--- config.mk ---
export PLATFORM = sky130hd
export DESIGN_NAME = aes_round_ctrl_flat
export DESIGN_NICKNAME = d
export VERILOG_FILES = /design/src/rtl/aes_round_ctrl_pkg.sv /design/src/rtl/aes_round_ctrl_if.sv /design/src/rtl/aes_round_ctrl.sv /design/src/flat_wrapper.sv
export SDC_FILE = /design/constraint.sdc
export NUM_CORES = 1
export LEC_CHECK = 0
export CAP_MARGIN = 20
export CORE_AREA = 2 2 300 302
export DETAILED_ROUTE_END_ITERATION = 7
export DIE_AREA = 0 0 302 304
export SLEW_MARGIN = 20
export SYNTH_ARGS = -nofsm -noshare
export SYNTH_HDL_FRONTEND = slang
export SYNTH_SLANG_ARGS = --single-unit
--- constraint.sdc ---
create_clock -name clk -period 5.4 [get_ports clk]
set_input_delay 1.08 -clock clk [delete_from_list [all_inputs] [get_ports clk]]
set_output_delay 1.08 -clock clk [all_outputs]
set_load 0.005 [all_outputs]
--- src/rtl/aes_round_ctrl_pkg.sv ---
// Shared AES definitions: block/key widths, round count and the round
// sequencer state type. Also used by the round datapath and key schedule.
package aes_round_ctrl_pkg;

  localparam int unsigned AES_BLK_W = 128;
  localparam int unsigned AES128_NR = 10;
  localparam int unsigned RK_IDX_W  = 4;

  typedef logic [AES_BLK_W-1:0] aes_blk_t;
  typedef logic [RK_IDX_W-1:0]  rk_idx_t;

  typedef enum logic [1:0] {
    ST_IDLE  = 2'd0,
    ST_ISSUE = 2'd1,
    ST_WAIT  = 2'd2,
    ST_DONE  = 2'd3
  } ctrl_st_t;

  // Width of a down-counter that must hold the value lat (never narrower than 1).
  function automatic int unsigned lat_cnt_w(input int unsigned lat);
    return (lat < 2) ? 1 : $clog2(lat + 1);
  endfunction

endpackage

--- src/rtl/aes_round_ctrl_if.sv ---
// Bundle of the sequencer's stream, key-store and datapath signals.
// slave: the sequencer's view; master: the surrounding environment's view.
interface aes_round_ctrl_if;
  import aes_round_ctrl_pkg::*;

  // plaintext input stream
  logic     in_valid;
  logic     in_ready;
  aes_blk_t in_block;
  // round-key store
  rk_idx_t  rk_idx;
  aes_blk_t rk;
  // round datapath
  logic     rnd_start;
  aes_blk_t rnd_state;
  aes_blk_t rnd_key;
  logic     rnd_final;
  aes_blk_t rnd_out;
  // ciphertext output stream
  logic     out_valid;
  logic     out_ready;
  aes_blk_t out_block;
  // status
  logic     busy;

  modport slave (
    input  in_valid, in_block, rk, rnd_out, out_ready,
    output in_ready, rk_idx, rnd_start, rnd_state, rnd_key, rnd_final,
           out_valid, out_block, busy
  );

  modport master (
    output in_valid, in_block, rk, rnd_out, out_ready,
    input  in_ready, rk_idx, rnd_start, rnd_state, rnd_key, rnd_final,
           out_valid, out_block, busy
  );

endinterface

--- src/rtl/aes_round_ctrl.sv ---
// Iterative AES-128 round sequencer. Takes one plaintext at a time, does the
// initial AddRoundKey, then issues rounds 1..NR to a shared round datapath,
// waiting ROUND_LAT cycles per round, and finally offers the ciphertext.
module aes_round_ctrl
  import aes_round_ctrl_pkg::*;
#(
  parameter int unsigned NR        = AES128_NR,
  parameter int unsigned ROUND_LAT = 1
) (
  input  logic             clk,
  input  logic             rst,
  aes_round_ctrl_if.slave  bus
);

  localparam int unsigned LAT_W = lat_cnt_w(ROUND_LAT);
  localparam rk_idx_t           NR_IDX   = RK_IDX_W'(NR);
  localparam rk_idx_t           IDX_ONE  = RK_IDX_W'(1);
  localparam logic [LAT_W-1:0]  LAT_INIT = LAT_W'(ROUND_LAT);
  localparam logic [LAT_W-1:0]  LAT_ONE  = LAT_W'(1);

  ctrl_st_t         fsm_q, fsm_d;
  aes_blk_t         state_q, state_d;
  rk_idx_t          round_q, round_d;
  logic [LAT_W-1:0] lat_q, lat_d;

  logic    in_ready_q, in_ready_d;
  logic    out_valid_q, out_valid_d;
  logic    busy_q, busy_d;
  logic    rnd_start_q, rnd_start_d;
  logic    rnd_final_q, rnd_final_d;
  rk_idx_t rk_idx_q, rk_idx_d;
  logic    in_round;

  // Next-state, datapath registers and next values of the registered outputs.
  always_comb begin
    fsm_d       = fsm_q;
    state_d     = state_q;
    round_d     = round_q;
    lat_d       = lat_q;
    in_ready_d  = 1'b0;
    out_valid_d = 1'b0;
    busy_d      = 1'b0;
    rnd_start_d = 1'b0;
    rnd_final_d = 1'b0;
    rk_idx_d    = '0;
    in_round    = 1'b0;

    unique case (fsm_q)
      ST_IDLE: begin
        // rk_idx is 0 here, so rk is the whitening key
        if (bus.in_valid) begin
          state_d = bus.in_block ^ bus.rk;
          round_d = IDX_ONE;
          fsm_d   = ST_ISSUE;
        end
      end
      ST_ISSUE: begin
        lat_d = LAT_INIT;
        fsm_d = ST_WAIT;
      end
      ST_WAIT: begin
        lat_d = lat_q - LAT_ONE;
        if (lat_q == LAT_ONE) begin
          state_d = bus.rnd_out;
          if (round_q == NR_IDX) begin
            fsm_d = ST_DONE;
          end else begin
            round_d = round_q + IDX_ONE;
            fsm_d   = ST_ISSUE;
          end
        end
      end
      ST_DONE: begin
        if (bus.out_ready) begin
          round_d = '0;
          fsm_d   = ST_IDLE;
        end
      end
      default: begin
        fsm_d = ST_IDLE;
      end
    endcase

    // Outputs are registered, so they follow the state being entered.
    in_round    = (fsm_d == ST_ISSUE) || (fsm_d == ST_WAIT);
    in_ready_d  = (fsm_d == ST_IDLE);
    out_valid_d = (fsm_d == ST_DONE);
    busy_d      = (fsm_d != ST_IDLE);
    rnd_start_d = (fsm_d == ST_ISSUE);
    rnd_final_d = in_round && (round_d == NR_IDX);
    rk_idx_d    = in_round ? round_d : '0;
  end

  // State register and registered outputs; reset discards any block in flight.
  always_ff @(posedge clk or posedge rst) begin
    if (rst) begin
      fsm_q       <= ST_IDLE;
      state_q     <= '0;
      round_q     <= '0;
      lat_q       <= '0;
      in_ready_q  <= 1'b1;
      out_valid_q <= 1'b0;
      busy_q      <= 1'b0;
      rnd_start_q <= 1'b0;
      rnd_final_q <= 1'b0;
      rk_idx_q    <= '0;
    end else begin
      fsm_q       <= fsm_d;
      state_q     <= state_d;
      round_q     <= round_d;
      lat_q       <= lat_d;
      in_ready_q  <= in_ready_d;
      out_valid_q <= out_valid_d;
      busy_q      <= busy_d;
      rnd_start_q <= rnd_start_d;
      rnd_final_q <= rnd_final_d;
      rk_idx_q    <= rk_idx_d;
    end
  end

  // The round key is passed straight through from the key store.
  assign bus.in_ready  = in_ready_q;
  assign bus.out_valid = out_valid_q;
  assign bus.busy      = busy_q;
  assign bus.rnd_start = rnd_start_q;
  assign bus.rnd_final = rnd_final_q;
  assign bus.rk_idx    = rk_idx_q;
  assign bus.rnd_state = state_q;
  assign bus.rnd_key   = bus.rk;
  assign bus.out_block = state_q;

  // Round counter never runs past the last round.
  a_round_range : assert property (@(posedge clk) disable iff (rst)
    round_q <= NR_IDX);

  // A round in flight always has cycles left to wait.
  a_wait_lat : assert property (@(posedge clk) disable iff (rst)
    (fsm_q == ST_WAIT) |-> (lat_q != '0));

  // Ciphertext does not move while the consumer stalls.
  a_out_hold : assert property (@(posedge clk) disable iff (rst)
    (out_valid_q && !bus.out_ready) |=> $stable(state_q));

endmodule

--- src/flat_wrapper.sv ---
// flat-port wrapper written by rule: the top's interface ports become plain ports
module aes_round_ctrl_flat import aes_round_ctrl_pkg::*;
#(
  parameter int unsigned NR        = AES128_NR,
  parameter int unsigned ROUND_LAT = 1
)
  (clk, rst, bus_in_valid, bus_in_block, bus_rk, bus_rnd_out, bus_out_ready, bus_in_ready, bus_rk_idx, bus_rnd_start, bus_rnd_state, bus_rnd_key, bus_rnd_final, bus_out_valid, bus_out_block, bus_busy);
  aes_round_ctrl_if bus_i ();
  input  logic clk;
  input  logic rst;
  input wire logic [$bits(bus_i.in_valid)-1:0] bus_in_valid;
  input wire logic [$bits(bus_i.in_block)-1:0] bus_in_block;
  input wire logic [$bits(bus_i.rk)-1:0] bus_rk;
  input wire logic [$bits(bus_i.rnd_out)-1:0] bus_rnd_out;
  input wire logic [$bits(bus_i.out_ready)-1:0] bus_out_ready;
  output wire logic [$bits(bus_i.in_ready)-1:0] bus_in_ready;
  output wire logic [$bits(bus_i.rk_idx)-1:0] bus_rk_idx;
  output wire logic [$bits(bus_i.rnd_start)-1:0] bus_rnd_start;
  output wire logic [$bits(bus_i.rnd_state)-1:0] bus_rnd_state;
  output wire logic [$bits(bus_i.rnd_key)-1:0] bus_rnd_key;
  output wire logic [$bits(bus_i.rnd_final)-1:0] bus_rnd_final;
  output wire logic [$bits(bus_i.out_valid)-1:0] bus_out_valid;
  output wire logic [$bits(bus_i.out_block)-1:0] bus_out_block;
  output wire logic [$bits(bus_i.busy)-1:0] bus_busy;
  assign bus_i.in_valid = bus_in_valid;
  assign bus_i.in_block = bus_in_block;
  assign bus_i.rk = bus_rk;
  assign bus_i.rnd_out = bus_rnd_out;
  assign bus_i.out_ready = bus_out_ready;
  assign bus_in_ready = bus_i.in_ready;
  assign bus_rk_idx = bus_i.rk_idx;
  assign bus_rnd_start = bus_i.rnd_start;
  assign bus_rnd_state = bus_i.rnd_state;
  assign bus_rnd_key = bus_i.rnd_key;
  assign bus_rnd_final = bus_i.rnd_final;
  assign bus_out_valid = bus_i.out_valid;
  assign bus_out_block = bus_i.out_block;
  assign bus_busy = bus_i.busy;
  aes_round_ctrl #(.NR(NR), .ROUND_LAT(ROUND_LAT)) u_core (.clk(clk), .rst(rst), .bus(bus_i));
endmodule
==> run_results.csv, run 1 <==
group,metric,value,unit
timing,fin_crit,3.38,ns
global_route,grtUsageMet3,2.96,%
yosys,async_flop_share,100,%
drt,post_drt_wl_per_cell,15.8,um
global_route,grt_pass1_wl,62.4,mm
timing,slew_viol_final,0,
setup_path,rr_worst_depth,6,
die,ios,781,
clock_network,cts_buffers,17,
placed_design,placed_cells,2807,
cells_and_area,final_nets,2047,
timing,fin_skew,0.0155,ns
setup_path,slowest_delay,0.62,ns
placed_design,io_buffer_count,780,
yosys,postSynthAreaPerCell,8.40,um^2
yosys,ys_seq_elements,144,
drt,vias,9102,
clock_network,post_cts_buffers,0,
timing,grt_setup_unrepaired,"no",
die,die_x,302,um
clock_network,clockBufferDepth,2,
setup_path,arrival,2.30,ns
die,rows,110,
yosys,ys_warn_count,0,
cells_and_area,regArea,3600,um^2
drt,dr.first_iter.drc_count,369,
yosys,yosysTopAreaCell,"dfrtp_1",
global_route,antenna_found_initial,4,
timing,tightestPinTransition,0.941,ns
timing,finalSetupViolCount,0,
timing,max_freq,0.296,GHz
clock_network,clk_root_buffer_cell,"clkbuf_16",
die,core_area,89000,um^2
drt,drt_wl_total,44.8,mm
yosys,synth_ff_type,"dfrtp_1",
cells_and_area,drive_gt1_share,4.99,%
pwr,p_per_area,476,nW/um^2
setup_path,crit_type,"in2out",
yosys,synthTopCellsByCount,"257 x buf_4, 143 x dfrtp_1, 136 x nor2_1",
yosys,synth_area,9750,um^2
yosys,yosysMostFrequentCell,"buf_4",
placed_design,gp_congestion,0.887,
drt,drtPass1Iterations,4,
placed_design,hpwl,37.3,mm
timing,period_share,62.6,%
drt,final_antenna_net_count,0,
global_route,top_usage_layer,"met2",
global_route,grt_use_met1,11.1,%
pwr,vdd_drop_max,575,uV
run_status,status,"finished, final reports clean",
yosys,yosysSeqAreaShare,37.0,%
setup_path,required,4.32,ns
setup_path,end_kind,"output port",
cells_and_area,fillers,9830,
clock_network,post_cts_resized,0,
drt,avgViaCountPerCell,3.20,
global_route,grtUsageTotal,9.51,%
global_route,grt_max_degree,133,
timing,fin_ws,2.02,ns
cells_and_area,stdcell_count,2840,
placed_design,dp_slack,2.00,ns
job,maxCapViolCount,0,
yosys,synth_area_leaders,"dfrtp_1 37%, buf_4 20%, xnor2_1 11%, a21oi_1 6.8%, nor2_1 5.2%",
clock_network,cts.sinks,144,
global_route,grt_pass1_vias,9204,
timing,hold_viol,0,
hold_path,whs_path_depth,2,
setup_path,path_max_fanout,2,
die,initial_core_util,10.9,%
die,dieArea,91800,um^2
setup_path,critical_path.cell_chain,"clkdlybuf4s50_1 > clkdlybuf4s50_1",
setup_path,crit_top_cell,"clkdlybuf4s50_1",
clock_network,htreeDepth,4,
timing,slew_headroom,36.8,%
setup_path,start_kind,"input pin",
global_route,gr-usage-met2,16.2,%
clock_network,path_clk_slew,0.08,ns
clock_network,insertion_delay,0.47,ns
yosys,syn_inst,1160,
yosys,synth_edf_count,0,
setup_path,critical_path_depth,2,
setup_path,cp_slowest_cell,"clkdlybuf4s50_1",
yosys,syn_nets,1557,
setup_path,path_buf_inv,2,
yosys,synth_cell_types,37,
clock_network,cts_tree,"built",
yosys,synth_top_area_share,36.7,%
cells_and_area,design_area,17500,um^2
timing,finalSetupTns,0,ns
placed_design,dpl-instance-area,16900,um^2
global_route,gr-total-overflow,0,
setup_path,cp_top_family,"buffers and inverters",
clock_network,cts_hold_buf,0,
die,die_h,304,um
cells_and_area,area_growth,79.2,%
pwr,p_leak,6.54,nW
drt,drc_errors,0,
timing,fin_hold_ws,0.505,ns
hold_path,hp-class,"reg2reg",
cells_and_area,multi_input_area,3880,um^2
cell type report:
cell class	instances	area share [%]
inverters	12	0.286
multi-input cells	690	22.2
repair buffers	785	45.3
well taps	1176	8.42
clock inverters	15	0.716
clock buffers	17	2.44
diodes	1	0.0143
flip-flops and latches	144	20.6
through the flow:
stage / utilization [%] / power (mW)
final: 19.6 / 8.31
after global placement: 19.0 / 7.20
after CTS: 19.6 / 8.54
after detailed placement: 19.0 / 7.26
after floorplan: - / 4.83
after global routing: 19.6 / 9.04
layer usage:
metal	wire (um)	part of all wire [%]
met3	4090	9.1
met5	25	0.056
met1	18100	40
met4	953	2.1
met2	21700	48
cells by family (layout without fill, tap and decap cells):
| group | Yosys count | in the layout | synth area share, % |
|---|---|---|---|
| buffers and inverters | 326 | 829 | 23.4 |
| xor gates and xnor gates | 128 | 128 | 11.5 |
| AOI/OAI and AO/OA | 270 | 270 | 15.0 |
| muxes | 2 | 2 | 0.218 |
| adders and majority gates | 9 | 9 | 1.16 |
| other | 0 | 1 | 0 |
| DFF | 144 | 144 | 37.0 |
| and+or+nand+nor | 281 | 281 | 11.7 |
power by group:
group | switching (mW) | internal, mW | leakage [nW] | total (mW)
Clock | 0.586 | 0.600 | 0.265 | 1.19
Sequential | 0.561 | 1.63 | 1.79 | 2.19
Combinational | 2.31 | 2.62 | 4.49 | 4.94
Total | 3.46 | 4.85 | 6.54 | 8.31
sequential cells by signal, summed over array words and instances (netlist names):
name,cells
u_core.bus.out_block,128
u_core.bus.rk_idx,4
u_core.round_q,4
u_core.fsm_q,2
u_core.bus.busy,1
u_core.bus.in_ready,1
u_core.bus.out_valid,1
u_core.bus.rnd_final,1
u_core.bus.rnd_start,1
u_core.lat_q,1
placed cells by master, fill, tap and decap left out, types with 2 or more instances in the layout:
master	n
nor2b_1	3
clkinvlp_4	3
inv_6	6
buf_12	5
o21ai_1	20
nor2_1	136
nand2_2	19
nand3_1	2
ha_1	8
and3_1	2
clkinv_4	3
a21oi_1	132
nand2b_1	3
inv_8	2
xnor2_1	128
clkdlybuf4s50_1	780
dfrtp_1	143
clkinv_2	2
clkbuf_16	17
inv_1	11
nand2_1	113
o21ai_0	89
o21ai_2	20
final timing paths:
path                                                      start                                   end  slack, ns
max in group asynchronous                                   rst  u_core.bus.out_block[44]$_DFFE_PP0P_       3.38
min                        u_core.bus.out_block[31]$_DFFE_PP0P_  u_core.bus.out_block[31]$_DFFE_PP0P_       0.51
min in group asynchronous                                   rst  u_core.bus.out_block[17]$_DFFE_PP0P_       1.12
min reg2reg                u_core.bus.out_block[31]$_DFFE_PP0P_  u_core.bus.out_block[31]$_DFFE_PP0P_       0.51
max                                                  bus_rk[39]                       bus_rnd_key[39]       2.02
max reg2reg                           u_core.fsm_q[0]$_DFF_PP0_  u_core.bus.out_block[43]$_DFFE_PP0P_       3.02
Note: power is estimated with default switching activity, not from simulation.
==> inputs of run 2 (changes only) <==
- clock period: 5.4 -> 3.4 ns (I/O delays scaled with it)
==> run 2 against run 1 <==
  * Non-clock buffer count up 5
  * Clock skew down 0.0037 ns
  * Total power rose by 60%
  * Register-to-register slack lost 1.9 ns
  * Largest power group unchanged
==> run_results.csv, run 2 (same netlist as run 1, synthesis figures left out) <==
group,metric,value,unit
timing,fin_ws,0.831,ns
cells_and_area,largest_reg_flops,128,
timing,finalSetupViolCount,0,
cells_and_area,drive_gt1_share,5.22,%
die,ios,781,
setup_path,crit_top_cell,"clkdlybuf4s50_1",
drt,avgViaCountPerCell,3.23,
timing,slew_viol_final,0,
clock_network,clockBufferDepth,2,
cells_and_area,fillers,9874,
cells_and_area,most-common-layout-cells,"780 x clkdlybuf4s50_1, 143 x dfrtp_1, 136 x nor2_1",
global_route,grt_pass1_vias,9136,
pwr,vdd_drop_max,553,uV
setup_path,path_max_fanout,2,
timing,period_share,75.6,%
setup_path,cp_slowest_cell,"clkdlybuf4s50_1",
timing,grt_setup_unrepaired,"no",
global_route,grt_pass1_wl,62.8,mm
drt,drc_errors,0,
setup_path,path_buf_inv,2,
pwr,p_per_area,757,nW/um^2
drt,drt_wl_total,45.0,mm
cells_and_area,regArea,3600,um^2
cells_and_area,area_growth,80.1,%
setup_path,critical_path.cell_chain,"clkdlybuf4s50_1 > clkdlybuf4s50_1",
die,die_x,302,um
hold_path,hp-class,"reg2reg",
setup_path,arrival,1.89,ns
setup_path,end_kind,"output port",
pwr,p_leak,6.58,nW
global_route,grt_max_degree,122,
setup_path,slowest_delay,0.64,ns
drt,final_antenna_net_count,0,
setup_path,crit_type,"in2out",
drt,post_drt_wl_per_cell,15.8,um
setup_path,cp_top_family,"buffers and inverters",
setup_path,required,2.72,ns
run_status,status,"finished, final reports clean",
setup_path,start_kind,"input pin",
timing,hold_viol,0,
global_route,antenna_found_initial,12,
clock_network,cts_hold_buf,0,
drt,drtPass1Iterations,6,
cells_and_area,mostFrequentLayoutCell,"clkdlybuf4s50_1",
drt,vias,9193,
job,maxCapViolCount,0,
placed_design,io_buffer_count,780,
placed_design,hpwl,38.0,mm
timing,finalSetupTns,0,ns
clock_network,insertion_delay,0.47,ns
clock_network,htreeDepth,4,
placed_design,gp_congestion,0.858,
clock_network,post_cts_resized,0,
timing,fin_crit,2.57,ns
clock_network,post_cts_buffers,0,
timing,slew_headroom,44.4,%
drt,dr.first_iter.drc_count,436,
global_route,grtUsageTotal,9.59,%
timing,tightestPinTransition,0.831,ns
placed_design,placed_cells,2812,
clock_network,cts.sinks,144,
clock_network,cts_buffers,17,
clock_network,clk_root_buffer_cell,"clkbuf_16",
cells_and_area,stdcell_count,2848,
die,rows,110,
cells_and_area,final_nets,2052,
pwr,power,13.3,mW
placed_design,dp_slack,0.714,ns
timing,fin_skew,0.0117,ns
timing,max_freq,0.389,GHz
die,core_area,89000,um^2
clock_network,path_clk_slew,0.06,ns
die,dieArea,91800,um^2
die,die_h,304,um
clock_network,cts_tree,"built",
die,initial_core_util,10.9,%
global_route,gr-total-overflow,0,
cells_and_area,multi_input_area,3880,um^2
==> run 2: cell count changes in the layout (fill, tap and decap cells not counted) <==
cell	previous run	this run
inv_6	6	5
clkbuf_1	0	1
buf_4	0	3
clkinv_2	2	0
bufinv_16	0	1
buf_12	5	7
diode_2	1	4
clkinvlp_4	3	4
==> run 2: final cells by class <==
cell class | instances | area share (%)
clock buffers | 18 | 2.44
flip-flops and latches | 144 | 20.5
well taps | 1176 | 8.38
inverters | 12 | 0.278
diodes | 4 | 0.0570
repair buffers | 790 | 45.4
multi-input cells | 690 | 22.1
clock inverters | 14 | 0.826
==> run 2: routing by layer <==
layer / global-route usage [%] / routed length [um] / vias up
li1: - / - / 4516
met1: 10.9 / 17500 / 4115
met2: 15.9 / 21300 / 498
met3: 4.01 / 4970 / 54
met4: 3.67 / 1170 / 10
met5: 0 / 61 / -
==> run 2: final timing paths <==
kind	from	endpoint	slack (ns)	cells after the start
worst min-delay path	u_core.bus.out_block[78]$_DFFE_PP0P_	u_core.bus.out_block[78]$_DFFE_PP0P_	0.51	2
worst max-delay path	bus_rk[40]	bus_rnd_key[40]	0.83	2
worst max register to register	u_core.fsm_q[0]$_DFF_PP0_	u_core.bus.out_block[113]$_DFFE_PP0P_	1.11	5
max in group asynchronous	rst	u_core.bus.out_block[127]$_DFFE_PP0P_	2.30	3
min in group asynchronous	rst	u_core.bus.out_block[22]$_DFFE_PP0P_	0.67	3
worst min register to register	u_core.bus.out_block[78]$_DFFE_PP0P_	u_core.bus.out_block[78]$_DFFE_PP0P_	0.51	2
==> run 2: power by group <==
part / internal [mW] / switching (mW) / leakage, nW
clock network: 1.03 / 0.938 / 0.272
registers: 2.58 / 0.863 / 1.79
logic: 4.23 / 3.66 / 4.52
total: 7.84 / 5.46 / 6.58
==> run 2: stage by stage <==
stage / area (um^2) / util (%) / hold slack, ns
4_1_cts: 17600 / 19.7 / 0.516
6_report: 17600 / 19.7 / 0.506
5_1_grt: 17600 / 19.7 / 0.545
3_3_place_gp: 17000 / 19.1 / 0.491
3_5_place_dp: 17000 / 19.1 / 0.497
2_1_floorplan: 9750 / - / 0.495
